## config.mk

```make
export PLATFORM = sky130hd
export DESIGN_NAME = rx232_byte
export DESIGN_NICKNAME = d
export VERILOG_FILES = /design/src/rtl/rx232_byte.sv
export SDC_FILE = /design/constraint.sdc
export NUM_CORES = 1
export LEC_CHECK = 0
export CAP_MARGIN = 10
export CELL_PAD_IN_SITES_DETAIL_PLACEMENT = 1
export CELL_PAD_IN_SITES_GLOBAL_PLACEMENT = 1
export CORE_ASPECT_RATIO = 0.75
export CORE_MARGIN = 2
export CORE_UTILIZATION = 45
export DETAILED_ROUTE_END_ITERATION = 16
export PLACE_DENSITY_LB_ADDON = 0.05
export SLEW_MARGIN = 20
export SYNTH_ARGS = -nofsm -noshare
export SYNTH_HDL_FRONTEND = slang
export SYNTH_SLANG_ARGS = --single-unit
```

## constraint.sdc

```tcl
create_clock -name clk -period 2.92 [get_ports clk]
set_clock_uncertainty 0.2 [all_clocks]
set_input_delay 0.292 -clock clk [delete_from_list [all_inputs] [get_ports clk]]
set_output_delay 0.292 -clock clk [all_outputs]
set_load 0.05 [all_outputs]
```

## src/rtl/rx232_byte.sv

```systemverilog
// rtl/rx232_byte.sv - UART 8N1/8E1 receive deserializer with rnpd strobe and rxen frame bracket
// Optional even parity is enabled by defining RX232_PARITY_EN.
module rx232_byte #(
    parameter int CLK_DIV   = 434,
    parameter int PULSE_W   = 4,
    parameter int IDLE_BITS = 20
) (
    input  logic       clk,
    input  logic       rst,
    input  logic       rxd,
    output logic       rxen,
    output logic       rnpd,
    output logic [7:0] rxpd,
    output logic       frm_err,
    output logic       par_err
);
    localparam int CW     = $clog2(CLK_DIV + 1);
    localparam int PW     = $clog2(PULSE_W + 1);
    localparam int IDLE_T = IDLE_BITS * CLK_DIV;
    localparam int IW     = $clog2(IDLE_T + 1);

    localparam logic [CW-1:0] HALF  = CW'(CLK_DIV / 2);
    localparam logic [CW-1:0] FULL  = CW'(CLK_DIV);
    localparam logic [CW-1:0] C1    = CW'(1);
    localparam logic [PW-1:0] P1    = PW'(1);
    localparam logic [PW-1:0] PLAST = PW'(PULSE_W - 1);
    localparam logic [IW-1:0] I1    = IW'(1);
    localparam logic [IW-1:0] ILAST = IW'(IDLE_T - 1);
    localparam logic [IW-1:0] IMAX  = IW'(IDLE_T);

    typedef enum logic [2:0] {
        S_IDLE,
        S_START,
        S_DATA,
`ifdef RX232_PARITY_EN
        S_PAR,
`endif
        S_STOP,
        S_WAITHI
    } state_t;

    state_t          state;
    logic            sync1;
    logic            rxs;
    logic [1:0]      sync_ok;
    logic            armed;
    logic [CW-1:0]   cnt;
    logic [2:0]      bit_idx;
    logic [7:0]      sh;
    logic [PW-1:0]   pcnt;
    logic [IW-1:0]   icnt;
`ifdef RX232_PARITY_EN
    logic            par_ok;
`else
    assign par_err = 1'b0;
`endif

    always_ff @(posedge clk) begin
        if (rst) begin
            state   <= S_IDLE;
            sync1   <= 1'b1;
            rxs     <= 1'b1;
            sync_ok <= 2'b00;
            armed   <= 1'b0;
            cnt     <= '0;
            bit_idx <= '0;
            sh      <= '0;
            pcnt    <= '0;
            icnt    <= '0;
            rxen    <= 1'b0;
            rnpd    <= 1'b0;
            rxpd    <= 8'hFF;
            frm_err <= 1'b0;
`ifdef RX232_PARITY_EN
            par_ok  <= 1'b1;
            par_err <= 1'b0;
`endif
        end else begin
            sync1   <= rxd;
            rxs     <= sync1;
            // Arm only once a real high level has passed the synchronizer, so a
            // line held low through reset is never mistaken for a start edge.
            sync_ok <= {sync_ok[0], 1'b1};
            if (sync_ok[1] && rxs) armed <= 1'b1;

            frm_err <= 1'b0;
`ifdef RX232_PARITY_EN
            par_err <= 1'b0;
`endif
            if (rnpd) begin
                if (pcnt == '0) rnpd <= 1'b0;
                else            pcnt <= pcnt - P1;
            end

            if (state == S_IDLE && rxen) begin
                if (icnt == ILAST) begin
                    rxen <= 1'b0;
                    icnt <= IMAX;
                end else if (icnt != IMAX) begin
                    icnt <= icnt + I1;
                end
            end

            case (state)
                S_IDLE: begin
                    if (armed && !rxs) begin
                        cnt   <= HALF;
                        state <= S_START;
                    end
                end
                S_START: begin
                    if (cnt == C1) begin
                        if (rxs) begin
                            state <= S_IDLE;
                        end else begin
                            rxen    <= 1'b1;
                            icnt    <= '0;
                            cnt     <= FULL;
                            bit_idx <= '0;
                            state   <= S_DATA;
                        end
                    end else begin
                        cnt <= cnt - C1;
                    end
                end
                S_DATA: begin
                    if (cnt == C1) begin
                        sh  <= {rxs, sh[7:1]};
                        cnt <= FULL;
                        if (bit_idx == 3'd7) begin
`ifdef RX232_PARITY_EN
                            state <= S_PAR;
`else
                            state <= S_STOP;
`endif
                        end else begin
                            bit_idx <= bit_idx + 3'd1;
                        end
                    end else begin
                        cnt <= cnt - C1;
                    end
                end
`ifdef RX232_PARITY_EN
                S_PAR: begin
                    if (cnt == C1) begin
                        par_ok <= ~(^{rxs, sh});
                        cnt    <= FULL;
                        state  <= S_STOP;
                    end else begin
                        cnt <= cnt - C1;
                    end
                end
`endif
                S_STOP: begin
                    if (cnt == C1) begin
                        if (!rxs) begin
                            frm_err <= 1'b1;
                            rxen    <= 1'b0;
                            state   <= S_WAITHI;
`ifdef RX232_PARITY_EN
                        end else if (!par_ok) begin
                            par_err <= 1'b1;
                            state   <= S_IDLE;
`endif
                        end else begin
                            rxpd  <= sh;
                            rnpd  <= 1'b1;
                            pcnt  <= PLAST;
                            state <= S_IDLE;
                        end
                    end else begin
                        cnt <= cnt - C1;
                    end
                end
                S_WAITHI: begin
                    if (rxs) state <= S_IDLE;
                end
                default: state <= S_IDLE;
            endcase
        end
    end
endmodule

```

Yosys cells after proc, flatten, opt, wreduce, memory -nomap -nowiden

Cells that the tools add are included.

Reductions and logical operators: 14
Bitwise gates (word level): 2
Add/sub/neg operators: 4
Equal/unequal tests: 18
Muxes and demuxes: 45

Operators by type and width:

| kind                    | number |
|---|---|
| $mux W14                | 6 |
| $mux W3                 | 16 |
| $mux W9                 | 5 |
| $pmux W9 S4             | 1 |
| $ne A2 B2 Y1 const B    | 8 |
| $pmux W3 S5             | 1 |
| $add A14 B1 Y14 const B | 1 |
| $eq A14 B14 Y1 const B  | 1 |
| $ne A14 B14 Y1 const B  | 1 |
| $mux W1                 | 13 |
| $eq A9 B1 Y1 const B    | 1 |
| $sub A9 B1 Y9 const B   | 1 |
| $eq A3 B2 Y1 const B    | 2 |
| $eq A3 B3 Y1 const B    | 2 |
| $logic_not A3 Y1        | 2 |
| $pmux W3 S2             | 1 |
| $reduce_and A6 Y1       | 1 |
| $reduce_and A5 Y1       | 1 |
| $reduce_and A4 Y1       | 1 |
| $reduce_bool A4 Y1      | 1 |
| $add A3 B1 Y3 const B   | 1 |
| $eq A3 B1 Y1 const B    | 1 |
| $logic_and A1 B1 Y1     | 3 |
| $ne A3 B3 Y1 const B    | 1 |
| 10 further kinds        | 11 |

Output and inout port bits: 12
Word-level logic and storage cells: 98
Input port bits: 3
Register bits after elaboration: 56

Depth between registers and ports, before layout

Gate-level depths: netlist (run 1).

Depth in word-level cells: 7
Depth in mapped cells: 8
Gate-level depth less buffers: 6

Worst setup path after synthesis (run 1)

OpenSTA, ideal clock, no wires.

Path kind: register to register
Start point: register rxen
End point: register icnt[13]
Required time: 2.650 ns
Path slack: 0.470 ns
Setup time: 0.070 ns
Stages on the path, launching flop included: 5
Clock period less this slack: 2.450 ns
Data arrival time: 2.180 ns
Cell sequence: dfxtp_1 > or4b_4 > or4_4 > or3_1 > a21oi_1

Cells in the longest elaborated chain, start to end: 5

RTL lines:

| item                   | RTL line | source |
|---|---|---|
| from (decl)            | 11       | `output logic rxen,` |
| from (signal assigned) | 70       | `rxen <= 1'b0;` |
| from (signal assigned) | 97       | `rxen <= 1'b0;` |
| from (signal assigned) | 116      | `rxen <= 1'b1;` |
| $logic_and A1 B1 Y1 *  | 95       | `if (state == S_IDLE && rxen) begin` |
| $mux W14 *             | 95       |  |
| $mux W14               | 113      | `if (rxs) begin` |
| $mux W14               | 112      | `if (cnt == C1) begin` |
| $mux W14 *             | 104      | `case (state)` |
| to (signal assigned)   | 100      | `icnt <= icnt + I1;` |
| to (decl)              | 51       | `logic [IW-1:0] icnt;` |

Every way passes the cells marked *; elsewhere a longest branch is shown, timed or not.
A chain may end at the register's enable or synchronous reset.

Worst setup path in the final report (run 1)

Start point: register cnt[1]
End point: register state[2]

Cells in the longest elaborated chain, start to end: 3

RTL lines:

| item                          | RTL line      | source |
|---|---|---|
| from (decl)                   | 47            | `logic [CW-1:0] cnt;` |
| from (signal assigned)        | 123           | `cnt <= cnt - C1;` |
| from (signal assigned)        | 140           | `cnt <= cnt - C1;` |
| from (signal assigned)        | 172           | `cnt <= cnt - C1;` |
| $eq A9 B1 Y1 *                | 112, 127, 155 |  |
| $ne A2 B2 Y1 (no line)        | -             |  |
| $reduce_and A6 Y1 (no line) * | -             |  |
| to (signal assigned)          | 114           | `state <= S_IDLE;` |
| to (signal assigned)          | 134           | `state <= S_STOP;` |
| to (signal assigned)          | 159           | `state <= S_WAITHI;` |
| to (decl)                     | 42            | `state_t state;` |

Marked as above.

==> results of run 1 <==
final cells by class:
cell class / count / share of cell area
clock buffer: 5 / 0.0226
clock inverter: 3 / 0.00905
inverter: 12 / 0.0148
multi-input combinational: 217 / 0.483
sequential: 56 / 0.369
tap: 78 / 0.0321
timing repair buffer: 24 / 0.0700
stage by stage:
step                      hold WS [ns]  worst slack [ns]  cell area [sq um]
final                            0.227             0.473               3040
after global routing             0.257             0.264               3040
after CTS                        0.235             0.491               3040
after detailed placement         0.207             0.525               2940
after global placement           0.192             0.580               2940
after floorplan                  0.189             0.470               2710
power groups by stage:
stage / registers (mW) / logic [mW] / clock network (mW)
floorplan: 0.796 / 0.0620 / 0
global placement: 0.800 / 0.0866 / 0
detailed placement: 0.800 / 0.0881 / 0
CTS: 0.783 / 0.0883 / 0.466
global route: 0.785 / 0.0988 / 0.490
finish: 0.783 / 0.0883 / 0.451
critical path, stage by stage, from the launching register on:
cell and delay (ns):
dfxtp_1 0.35, inv_1 0.10, ha_1 0.17, or4b_1 0.53
or4_1 0.59, a2111oi_0 0.38
flip-flops by register name, indices dropped and copies added, names as in the netlist:
name / cells
icnt: 14
cnt: 9
rxpd: 8
sh: 8
bit_idx: 3
pcnt: 3
state: 3
sync_ok: 2
armed: 1
frm_err: 1
rnpd: 1
rxen: 1
rxs: 1
sync1: 1
cell families after synthesis:
group	share of synthesized area
AO/OA/AOI/OAI	0.172
buffers and inverters	0.0443
other	0.00138
flip-flops	0.414
adder cells (fa/ha/maj)	0.0370
multiplexers	0.0628
AND/OR/NAND/NOR	0.246
XOR/XNOR	0.0226
metal layers:
layer / up-vias / part of all wire
met1: 1104 / 0.52
met4: 0 / 0.0059
met5: - / 0
met2: 41 / 0.44
met3: 4 / 0.030
li1: 1140 / -
cells in the final DEF (no fill, tap or decap), drive strengths merged, types with 4 or more instances in the layout:
| cell type | count |
|---|---|
| or3 | 6 |
| buf | 11 |
| ha | 8 |
| nand2 | 22 |
| xnor2 | 4 |
| nand4 | 7 |
| inv | 12 |
| nor3 | 6 |
| a21oi | 21 |
| clkdlybuf4s50 | 13 |
| clkbuf | 5 |
| nor4 | 4 |
| a211oi | 6 |
| nor4b | 4 |
| and3 | 5 |
| nand3 | 14 |
| mux2i | 17 |
| o21ai | 13 |
| or2 | 4 |
| nor2 | 22 |
| nand3b | 5 |
| dfxtp | 56 |
path summary, 6_finish.rpt:
path                            endpoint  slack [ns]   start
worst max-delay path            state[2]        0.47  cnt[1]
worst min-delay path                 rxs        0.23   sync1
worst max register to register  state[2]        0.47  cnt[1]
worst min register to register       rxs        0.23   sync1
==> out/qor.txt, run 1 <==
Sequential share of the synthesized area = 0.414
Syn avg cell area = 9.00 sq um
Core area = 5830 sq um
Slew of the pin with the lowest slew margin = 0.562 ns
Initial antenna violation count = 0
Routing usage on met3 = 0.0362
Critical Path Source Type = flip-flop
Fin. Hold Viols = 0
Tightest Hold Check Type = reg -> reg
Grt peak-use layer = met1
Vias per cell = 5.79
Max-slew headroom = 0.620
Ys async rst share = 0
Area Growth Syn to Fin = 12.2%
Fmax = 0.409 GHz
Cell variety after synth = 58
DIE AREA = 6660 sq um
Setup crit end kind = flip-flop
Final Cycle Share = 0.838
Reg clk slew, reported paths = 0.11 ns
CTS buffer count = 5
Net Sw Frac = 0.257
Top_reg_cell synth = dfxtp_1
Post-Syn Instances = 301
DRC violations left = 0
Post-synth top area share = 0.414
Total power = 1.32 mW
Crit path arrival time = 2.44 ns
Comb power frac = 0.067
Syn Std Cell Area = 2710 sq um
Post-Layout Cell Count = 395
Core Util, Final = 0.522
Detailed placement HPWL = 4.47 mm
Number of I/O port buffers = 13
Die height = 71.2 um
Outcome = finished clean
CP max FO = 3
Total of max-cap violations = 0
# H-tree levels = 2
Synthesis Warnings = 0
VDD IR max = 0.220 mV
WHS Path Cells = 1
CTS Hold Bufs = 0
Vias in the first global route = 2273
Clk root buf = clkbuf_8
GRT overflow = 0
Initial Util = 0.465
Switching Power = 0.340 mW
CTS tree = built
Synth Register Bits = 56
Fillers = 703
FP Rows = 24
Largest net degree at the start of global routing = 30
Total clock sinks = 56
Final setup fails = 0
First-pass GRT wire length = 11.1 mm
Clock Path Buffers = 2
CP required = 2.92 ns
Sum Neg Setup Slack = 0 ns
Layout cells sized above 1 = 0.104
Top cells by area, synth = dfxtp_1, mux2i_1, a21oi_1, ha_1, nand2_1
Min cycle time layout = 2.45 ns
Post-CTS Resized = 0
Clk_lat worst skew = 0.32 ns
Sequential Area = 1120 sq um
Reg2reg path depth = 5
Fin. max-slew vios = 0
# IOs = 15
Grt met2 use = 0.308
Nets = 327
Most common cell in the netlist = dfxtp_1
Critical path type = reg -> reg
Clock Power Share = 0.341
Setup Buffers After CTS = 0
Largest area contributor in the netlist = dfxtp_1
TritonRoute pass-1 iters = 4
Met1 usage = 0.312
Commonest cells in the netlist = dfxtp_1, nand2_1, nor2_1, a21oi_1, mux2i_1
Unrepaired setup endpoints after global routing = no
Post-route ant nets = 0
Total GRT Usage = 0.205
# diodes = 0
Sequential Power Share = 0.592
Total number of vias = 2289
Wirelength per Cell = 15.8 um
Leak = 1.11 nW
EDFF count, synth = 0
Footprint of the multi-input gates = 1470 sq um
Mapped Nets = 312
Pwr dens = 435 nW/um^2
Drt total wl = 6.24 mm
Drt initial violations = 79
P_int = 0.982 mW
Placed Cells = 387
Chip width = 93.6 um
GP Congestion = 0.852
Note: power is estimated with default switching activity, not from simulation.
==> inputs of run 2 (changes only) <==
--- a/config.mk
+++ b/config.mk
@@ -10,7 +10,7 @@
 export CELL_PAD_IN_SITES_GLOBAL_PLACEMENT = 1
 export CORE_ASPECT_RATIO = 0.75
 export CORE_MARGIN = 2
-export CORE_UTILIZATION = 45
+export CORE_UTILIZATION = 41
 export DETAILED_ROUTE_END_ITERATION = 16
 export PLACE_DENSITY_LB_ADDON = 0.05
 export SLEW_MARGIN = 20
==> constraint.sdc (replaced) <==
create_clock -name clk -period 1.99 [get_ports clk]
set_clock_uncertainty 0.2 [all_clocks]
set_input_delay 0.199 -clock clk [delete_from_list [all_inputs] [get_ports clk]]
set_output_delay 0.199 -clock clk [all_outputs]
set_load 0.05 [all_outputs]
==> run 2 against run 1 <==
Against the previous run: the run now ends with setup timing left; register-to-register slack worse by 0.67 ns; power increased by 51%; wire length is 30% higher; sequential power increased by 47%; final cell count increased by 14%; flip-flop and latch count unchanged; non-clock buffer count increased by 51; first-iteration DRC count grew 19%; die area increased by 9.3%; fmax grew 12%; worst hold slack barely moved; via count rose by 12%; critical endpoint is now state[0].
==> out/qor.txt, run 2 (synthesized netlist as in run 1, its figures left out) <==
Min cycle time layout = 2.18 ns (-0.263 ns)
First-pass GRT wire length = 12.3 mm (+11%)
CP max FO = 3 (unchanged)
Vias in the first global route = 2528 (+11%)
Initial antenna violation count = 0 (unchanged)
Crit Reg-Reg Endpoint = state[0]
Max reg flops = 14 (unchanged)
Pwr dens = 535 nW/um^2 (+23%)
Chip width = 97.9 um (+4.6%)
Tightest Hold Check Type = reg -> reg
Total clock sinks = 56 (unchanged)
Post-route ant nets = 0 (unchanged)
Register-to-register setup slack = -0.19 ns (-0.67 ns)
GP Congestion = 0.837 (-1.8%)
Total number of vias = 2572 (+12%)
Crit path arrival time = 2.23 ns (-0.21 ns)
FP Rows = 25 (+4.2%)
Clk_lat worst skew = 0.30 ns (-0.02 ns)
Hold Slack = 0.227 ns (+0.0000200 ns)
# IOs = 15 (unchanged)
TritonRoute pass-1 iters = 4 (unchanged)
Outcome = complete, but fails checks
Reg clk slew, reported paths = 0.10 ns (about the same)
Final Cycle Share = 1.10 (+0.260)
Drt initial violations = 94 (+19%)
# diodes = 0 (unchanged)
Worst setup endpoint = state[0]
Critical path type = reg -> reg
Most common cell after layout, fill and taps aside = dfxtp_1
RR Startpoint = cnt[1]
Number of I/O port buffers = 13 (unchanged)
Post-route cell area = 3730 sq um (+23%)
Area of placed instances = 3260 sq um (+11%)
Area Growth Syn to Fin = 37.8%
# H-tree levels = 2 (unchanged)
Pre-CTS setup slack = -0.309 ns (-0.834 ns)
Nets = 378 (+16%)
Wirelength per Cell = 18.0 um (+14%)
Total of max-cap violations = 0 (unchanged)
PnR worst setup slack = -0.194 ns (-0.667 ns)
Vias per cell = 5.73 (-1.2%)
Clk root buf = clkbuf_8
Fin. Hold Viols = 0 (unchanged)
Largest net degree at the start of global routing = 30 (unchanged)
Die height = 74.4 um (+4.5%)
Sum Neg Setup Slack = -1.30 ns (-1.30 ns)
GRT overflow = 0 (unchanged)
Largest registers = icnt: 14 flops, cnt: 9 flops
VDD IR max = 0.338 mV (+54%)
Fmax = 0.458 GHz (+12%)
Commonest cells after routing, fill and taps aside = dfxtp_1, buf_4, nor2_1
Unrepaired setup endpoints after global routing = yes
DRC violations left = 0 (unchanged)
Total power = 2.00 mW (+51%)
Fin. max-slew vios = 0 (unchanged)
Final setup fails = 24 (+24)
DIE AREA = 7280 sq um (+9.3%)
CTS tree = built
Initial Util = 0.427 (-0.0384)
Drt total wl = 8.10 mm (+30%)
Reg2reg path depth = 6 (+1)
CTS buffer count = 5 (unchanged)
Worst Setup SP = cnt[1]
Leak = 1.44 nW (+30%)
Layout cells sized above 1 = 0.323 (+0.219)
Critical Path Source Type = flip-flop
Failing checks = setup timing
Total GRT Usage = 0.209 (+0.00384)
CP required = 2.04 ns (-0.88 ns)
Slew of the pin with the lowest slew margin = 0.502 ns (-0.0604 ns)
Detailed placement HPWL = 5.33 mm (+19%)
Setup crit end kind = flip-flop
Max-slew headroom = 0.664 (+0.0445)
Footprint of the multi-input gates = 1700 sq um (+16%)
Top reg by flops = icnt
Sequential Area = 1130 sq um (+0.89%)
Core area = 6350 sq um (+9.0%)
Clock Path Buffers = 2 (unchanged)
Fillers = 713 (+1.4%)
-- run 2: metrics by stage --
step,utilization,cells
final,0.588,449
after detailed placement,0.513,427
after CTS,0.557,444
after floorplan,-,301
after global routing,0.588,449
after global placement,0.513,427
-- run 2: worst min-delay path by stage --
stage,start,to,cells past startpoint
floorplan,rxd,sync1,1
global placement,sync1,rxs,1
detailed placement,sync1,rxs,1
CTS,sync1,rxs,1
global route,sync1,rxs,1
finish,sync1,rxs,1
-- run 2: where the power goes --
group	internal, mW	total, mW	switching, mW	leakage (nW)
Clock	0.248	0.623	0.376	0.0412
Sequential	1.13	1.15	0.0142	0.456
Combinational	0.103	0.229	0.126	0.947
Total	1.48	2.00	0.516	1.44
-- run 2: cell type report --
cell class / count / share of cell area
Multi-Input combinational cell: 217 / 0.455
Sequential cell: 56 / 0.303
Clock inverter: 2 / 0.00335
Clock buffer: 6 / 0.0194
Timing Repair Buffer: 75 / 0.180
Tap cell: 81 / 0.0271
Inverter: 12 / 0.0121
-- run 2: timing repair --
action                                  CTS  global route
setup buffers                             9             5
pin swaps                                 6            20
hold buffers                              0             0
hold endpoints to repair                  0             0
endpoints found under the setup margin   45            47
gates cloned                              0             1
gates resized for setup                  30            30
-- run 2: critical path, stage by stage, from the launching register on --
cell and delay, ns:
dfxtp_2 0.34, inv_2 0.07, ha_4 0.13, or4b_4 0.46
or4_4 0.55, a211o_1 0.28, a21oi_2 0.10
-- run 2: layer usage --
metal	GRT usage	wire length [um]
met1	0.288	3940
met2	0.358	3930
met3	0.0301	174
met4	0.0432	63
met5	0	0
